File: src/rtl/uart_tx_arb.sv
// Round-robin arbiter sharing one uart_tx serialiser between NUM_REQ byte-stream requesters.
// A grant covers a whole message (through req_last) so messages never interleave on txd.
module uart_tx_arb #(
  parameter int unsigned  NUM_REQ      = 4,
  parameter int unsigned  TIMEOUT_CLKS = 1024,
  localparam int unsigned IDX_W        = $clog2(NUM_REQ)
) (
  input  logic                 clk,
  input  logic                 rst_n,
  input  logic [NUM_REQ-1:0]   req_valid,
  input  logic [8*NUM_REQ-1:0] req_data,
  input  logic [NUM_REQ-1:0]   req_last,
  output logic [NUM_REQ-1:0]   req_ready,
  output logic                 tx_valid,
  output logic [7:0]           tx_data,
  input  logic                 tx_ready,
  output logic                 busy,
  output logic [IDX_W-1:0]     grant_id,
  output logic                 timeout
);

  localparam int unsigned CNT_W = (TIMEOUT_CLKS == 0) ? 1 : $clog2(TIMEOUT_CLKS + 1);
  localparam logic [CNT_W-1:0] CntMax  = '1;
  localparam logic [CNT_W-1:0] CntLast = CNT_W'(TIMEOUT_CLKS - 1);

  typedef enum logic [0:0] {StIdle, StGrant} state_e;

  state_e           state_q, state_d;
  logic [IDX_W-1:0] rr_ptr_q, rr_ptr_d;
  logic [IDX_W-1:0] grant_id_q, grant_id_d;
  logic [CNT_W-1:0] idle_cnt_q, idle_cnt_d;

  logic             pick_found;
  logic [IDX_W-1:0] pick_idx;
  logic [IDX_W-1:0] cand;
  logic             sel_valid;
  logic             sel_last;
  logic [7:0]       sel_data;
  logic [IDX_W-1:0] release_ptr;

  // Search rr_ptr, rr_ptr+1, ... modulo NUM_REQ for the first valid requester.
  always_comb begin
    pick_found = 1'b0;
    pick_idx   = '0;
    cand       = '0;
    for (int unsigned i = 0; i < NUM_REQ; i++) begin
      cand = IDX_W'((32'(rr_ptr_q) + i) % NUM_REQ);
      if (!pick_found && req_valid[cand]) begin
        pick_found = 1'b1;
        pick_idx   = cand;
      end
    end
  end

  always_comb begin
    sel_valid = 1'b0;
    sel_last  = 1'b0;
    sel_data  = '0;
    for (int unsigned i = 0; i < NUM_REQ; i++) begin
      if (grant_id_q == IDX_W'(i)) begin
        sel_valid = req_valid[i];
        sel_last  = req_last[i];
        sel_data  = req_data[8*i +: 8];
      end
    end
  end

  assign release_ptr = IDX_W'((32'(grant_id_q) + 1) % NUM_REQ);

  always_comb begin
    state_d    = state_q;
    rr_ptr_d   = rr_ptr_q;
    grant_id_d = grant_id_q;
    idle_cnt_d = idle_cnt_q;
    tx_valid   = 1'b0;
    tx_data    = '0;
    req_ready  = '0;
    busy       = 1'b0;
    timeout    = 1'b0;

    unique case (state_q)
      StIdle: begin
        idle_cnt_d = '0;
        if (pick_found) begin
          grant_id_d = pick_idx;
          state_d    = StGrant;
        end
      end
      StGrant: begin
        busy     = 1'b1;
        tx_valid = sel_valid;
        tx_data  = sel_valid ? sel_data : 8'h00;
        for (int unsigned i = 0; i < NUM_REQ; i++) begin
          req_ready[i] = tx_ready & (grant_id_q == IDX_W'(i));
        end

        if (sel_valid) begin
          idle_cnt_d = '0;
        end else if (idle_cnt_q != CntMax) begin
          idle_cnt_d = idle_cnt_q + 1'b1;
        end

        if (sel_valid && tx_ready && sel_last) begin
          state_d  = StIdle;
          rr_ptr_d = release_ptr;
        end else if ((TIMEOUT_CLKS != 0) && !sel_valid && (idle_cnt_q == CntLast)) begin
          // Granted requester went quiet too long: release so others are not blocked.
          timeout  = 1'b1;
          state_d  = StIdle;
          rr_ptr_d = release_ptr;
        end
      end
      default: state_d = StIdle;
    endcase
  end

  always_ff @(posedge clk or negedge rst_n) begin
    if (!rst_n) begin
      state_q    <= StIdle;
      rr_ptr_q   <= '0;
      grant_id_q <= '0;
      idle_cnt_q <= '0;
    end else begin
      state_q    <= state_d;
      rr_ptr_q   <= rr_ptr_d;
      grant_id_q <= grant_id_d;
      idle_cnt_q <= idle_cnt_d;
    end
  end

  assign grant_id = grant_id_q;

endmodule
File: config.mk
export PLATFORM = sky130hd
export DESIGN_NAME = uart_tx_arb
export DESIGN_NICKNAME = d
export VERILOG_FILES = /design/src/rtl/uart_tx_arb.sv
export SDC_FILE = /design/constraint.sdc
export NUM_CORES = 1
export LEC_CHECK = 0
export ABC_AREA = 1
export CAP_MARGIN = 10
export CORE_MARGIN = 4
export CORE_UTILIZATION = 47
export DETAILED_ROUTE_END_ITERATION = 10
export HOLD_SLACK_MARGIN = 0.08
export PLACE_DENSITY = 0.93
export SLEW_MARGIN = 20
export SYNTH_ARGS = -nofsm -noshare
export SYNTH_HDL_FRONTEND = slang
export SYNTH_SLANG_ARGS = --single-unit
File: constraint.sdc
create_clock -name clk -period 4 [get_ports clk]
set_input_delay 0.6 -clock clk [delete_from_list [all_inputs] [get_ports clk]]
set_output_delay 0.6 -clock clk [all_outputs]
set_load 0.05 [all_outputs]
# Word level (Yosys, flattened, before mapping)
# Index checks and enable logic that the tools add are counted.
[word_totals] reg_bits=16 input_bits=43 output_inout_bits=17 elab_cells=83
[op_classes] add_sub_neg=5 magnitude_cmp=4 eq_ne=6 muxes=45 bitwise=5 reduce_logical=14
[ops] op="two-way mux 8 bit" n=6
[ops] op="two-way mux 1 bit" n=24
[ops] op="two-way mux 11 bit" n=2
[ops] op="case mux 11 bit (2 select lines)" n=1
[ops] op="< comparator 2 x 3 -> 1 bit, second input constant" n=4
[ops] op="two-way mux 2 bit" n=6
[ops] op="adder 11 x 1 -> 11 bit, second input constant" n=1
[ops] op="equality test 11 x 10 -> 1 bit, second input constant" n=1
[ops] op="!= test 11 bit, second input constant" n=1
[ops] op="binary-select mux 1 bit (select 2 bit)" n=4
[ops] op="logical AND 1 bit" n=6
[ops] op="adder 2 x 1 -> 2 bit, second input constant" n=2
[ops] op="adder 2 bit, second input constant" n=2
[ops] op="AND 1 bit" n=4
[ops] op="equality test 2 bit, second input constant" n=2
[ops] op="zero test 1 bit" n=4
[ops] op="two-way mux 4 bit" n=1
[ops] op="AND reduction 2 bit" n=2
[ops] op="!= test 3 x 1 -> 1 bit, second input constant" n=1
[ops] op="equality test 2 x 1 -> 1 bit, second input constant" n=1
[ops] op="zero test 2 bit" n=1
[ops] op="case mux 1 bit (2 select lines)" n=1
[ops] op="nonzero test 2 bit" n=1
[ops] op="NOT 1 bit" n=1

# Depth between registers and ports, before layout
[logic_depth] word_depth=14 depth_mapped=12 ltp_nobuf=12

# Worst setup path after synthesis
# OpenSTA, ideal clock, no wires.
[synth_path] kind="register to output" start="reg grant_id_q[0] (netlist: grant_id[0])" end="out tx_data[0]" t_arrival_ns=2.742 required_ns=3.400 path_slack_ns=0.658 path_stages_with_launch=10 path_buffers=0 cell_sequence="dfrtp_1 -> inv_1 -> ha_1 -> a21oi_1 -> nand2_1 -> nand2_2 -> inv_2 -> nor2_4 -> o21ai_0 -> a21oi_1"
[synth_between] elab_chain_len=7 word_cells_on_any_way=14 classes_between="eq/ne: 3; mux: 10; reduce/logical: 1"
[synth_rtl] element="start, declared" line_no="30" rtl="logic [IDX_W-1:0] grant_id_q, grant_id_d;"
[synth_rtl] element="start signal, assigned" line_no="126" rtl="grant_id_q <= grant_id_d;"
[synth_rtl] element="zero test 2 bit" line_no="60" rtl="if (grant_id_q == IDX_W'(i)) begin"
[synth_rtl] element="two-way mux 8 bit or two-way mux 1 bit (tied branches) (4 in series)" line_no="60"
[synth_rtl] element="two-way mux 8 bit (*)" line_no="92" rtl="tx_data = sel_valid ? sel_data : 8'h00;"
[synth_rtl] element="two-way mux 8 bit (*)" line_no="81" rtl="unique case (state_q)"
[synth_rtl] element="end, declared" line_no="15" rtl="output logic [7:0] tx_data,"
# Mark *: on every way between the ends. The rest lies on a longest branch, timed or not.

# Worst setup path after layout
[layout_path] start="reg grant_id_q[1] (netlist: grant_id[1])" end="out tx_data[7]"
# Same word-level chain as after synthesis.

==> flow_metrics.py <==
metrics = {
    "clock_network": {
        "cts_sinks": 16,
        "clock_latency_ns": 0.29,
        "cts_buffer_depth": 2,
        "cts_tree": "yes",
        "path_clk_slew_ns": 0.10,
        "cts_resized": 0,
        "clock_tree.root_cell": "clkbuf_4",
        "htree_levels": 1,
        "cts_setup_buffers": 0,
        "numCtsBuffers": 3,
        "ctsHoldBuffers": 0,
    },
    "placement": {
        "pre_cts_ws_ns": 0.603,
        "portBuffers": 59,
        "dp.final_hpwl_um": 3620,
        "gp_congestion": 0.887,
    },
    "route": {
        "ant_nets": 0,
        "drtIter0Drc": 109,
        "wl_um": 4480,
        "routed_via_density": 5.20,
        "drc_errors": 0,
        "wl_per_cell_um": 13.4,
        "drt_first_pass_iters": 4,
        "vias": 1731,
    },
    "setup_path": {
        "cp_top_family": "buffers and inverters",
        "slowest_stage": "clkdlybuf4s50_1",
        "worstPathArrival_ns": 3.10,
        "cpPeakStageDelay_ns": 0.82,
        "crit_path_max_fanout": 11,
        "startpoint_type": "flip-flop",
        "critPathKind": "flip-flop to primary output",
        "crit_chain": "inv_1 > ha_1 > inv_1 > nand3_1 > nand2_1 > nand2_1 > nand2_2 > inv_2 > nor2_4 > o21ai_0 > a21oi_1 > clkdlybuf4s50_1",
        "path_buf_inv": 4,
        "worstSetupEndpointType": "primary output",
        "worstPathRequired_ns": 3.40,
    },
    "die": {
        "rows": 20,
        "dieArea_um2": 4140,
        "die_w_um": 64.4,
        "core_area_um2": 3050,
        "die_h_um": 64.4,
        "pin_count": 60,
        "start_util_pct": 48.9,
    },
    "synth": {
        "ys.flop_type": "dfrtp_1",
        "synth_common_cells": "nand2_1, o21ai_0, a21oi_1",
        "syn-instance-count": 232,
        "synth_area_per_cell_um2": 6.43,
        "yosysUniqueCellTypes": 23,
        "synth_edf_count": 0,
        "async_reset_ff_share_pct": 100,
        "synth_top_cell_area_share_pct": 26.8,
        "synth_top_cell_by_area": "dfrtp_1",
        "synth_nets": 280,
        "syn_area_um2": 1490,
        "synth_seq_area_share_pct": 26.8,
        "ys_seq_elements": 16,
        "yosysWarnings": 0,
        "synth_area_leaders": "dfrtp_1, nand2_1, o21ai_0, a21oi_1, nand3_1",
        "yosysMostFrequentCell": "nand2_1",
    },
    "global_route": {
        "grt_pass1_wl_um": 7290,
        "antenna_found_initial": 0,
        "grt_overflow_total": 0,
        "grt_usage_pct": 22.1,
        "grt_max_degree": 18,
        "grt_pass1_vias": 1623,
    },
    "sta": {
        "fin_setup_tns_ns": 0,
        "worst_clock_skew_ns": 0.00486,
        "worst_pin_slew_ns": 0.696,
        "finalHoldViolCount": 0,
        "max_freq_mhz": 270,
        "finalSetupViolCount": 0,
        "min_period_ns": 3.70,
        "fin_crit_sh_pct": 92.6,
        "rsz0062_at_grt": "false",
        "maxSlewHeadroom_pct": 53.5,
        "finalMaxSlewViolations": 0,
        "setup_ws_ns": 0.295,
    },
    "pwr": {
        "peakVddDrop_mv": 0.340,
        "powerDensity_nw_per_um2": 715,
        "leakage_nw": 0.983,
    },
    "cells_and_area": {
        "area.growth.synth_to_final_pct": 43.3,
        "drive_gt1_share_pct": 7.96,
        "nNetsFinal": 338,
        "antenna-diode-count": 0,
    },
    "run": {
        "max_cap_viol_count": 0,
    },
    "status": {
        "outcome": "complete, no violations",
    },
    "worst_hold_path": {
        "min_path_type": "flip-flop to flip-flop",
    },
}
[placed cells by master (no fill, tap or decap), drive strengths merged]
cell	n
nand3	21
clkdlybuf4s50	59
nor3	5
nand2	56
ha	5
inv	28
nor3b	1
dfrtp	16
xnor2	3
o31ai	2
a31oi	1
o21ai	28
nor2	28
a21oi	27
or2	1
xor2	4
clkbuf	4
[cells by family after synthesis]
kind of cell | share of synthesized area [%]
AO/OA/AOI/OAI | 19.9
XOR/XNOR | 4.11
adder cells (fa/ha/maj) | 4.19
buffers and inverters | 9.47
flip-flops | 26.8
AND/OR/NAND/NOR | 35.5
[flip-flops by register name (all words and copies together), names as in the netlist]
register,flops
idle_cnt_q,11
grant_id,2
rr_ptr_q,2
state_q,1
[stage by stage]
| step | instance area [um^2] | utilization (%) | total power, mW | hold slack [ns] | instances |
|---|---|---|---|---|---|
| after floorplan | 1490 | - | 1.09 | 0.304 | 232 |
| after global placement | 2100 | 68.9 | 1.39 | 0.538 | 329 |
| after detailed placement | 2100 | 68.9 | 1.41 | 0.554 | 329 |
| after CTS | 2140 | 70.0 | 1.52 | 0.581 | 333 |
| after global routing | 2140 | 70.0 | 1.65 | 0.628 | 333 |
| final | 2140 | 70.0 | 1.53 | 0.581 | 333 |
[area by class of cell]
cell class	instances	area, um^2
inverters	28	105
fillers	259	915
multi-input cells	182	951
flip-flops and latches	16	400
well taps	44	55.1
clock buffers	4	36.3
repair buffers	59	591
[power by group]
group	internal, mW	leakage (nW)	switching (mW)
Combinational	0.386	0.751	0.775
Sequential	0.198	0.211	0.0615
Clock	0.0555	0.0210	0.0537
Total	0.639	0.983	0.890
[worst reg2reg max path: stages (launching register included)]
cell     delay (ns)
dfrtp_1        0.44
inv_1          0.10
ha_1           0.35
inv_1          0.25
nand3_1        0.12
nand2_1        0.06
nand2_1        0.07
nand2_2        0.09
nor2_4         0.18
nand2_1        0.15
nand2_2        0.12
nand2_1        0.06
nand2_1        0.06
[metal layers]
| layer | vias to the layer above | wire, um | GRT usage (%) |
|---|---|---|---|
| met5 | - | 0 | 0 |
| met4 | 0 | 106 | 8.44 |
| met3 | 10 | 356 | 4.39 |
| met2 | 77 | 2030 | 37.5 |
| met1 | 771 | 1990 | 27.3 |
| li1 | 873 | - | - |
[worst paths after layout]
kind                       cells past startpoint  slack (ns)            end         from
setup / recovery                              12        0.30     tx_data[7]  grant_id[1]
hold / removal                                 2        0.58    grant_id[1]  grant_id[1]
setup reg to reg                              12        1.89    rr_ptr_q[0]  grant_id[1]
hold reg to reg                                2        0.58    grant_id[1]  grant_id[1]
max in group asynchronous                      1        2.84  idle_cnt_q[4]        rst_n
min in group asynchronous                      1        0.72  idle_cnt_q[0]        rst_n
Note: power is estimated with default switching activity, not from simulation.
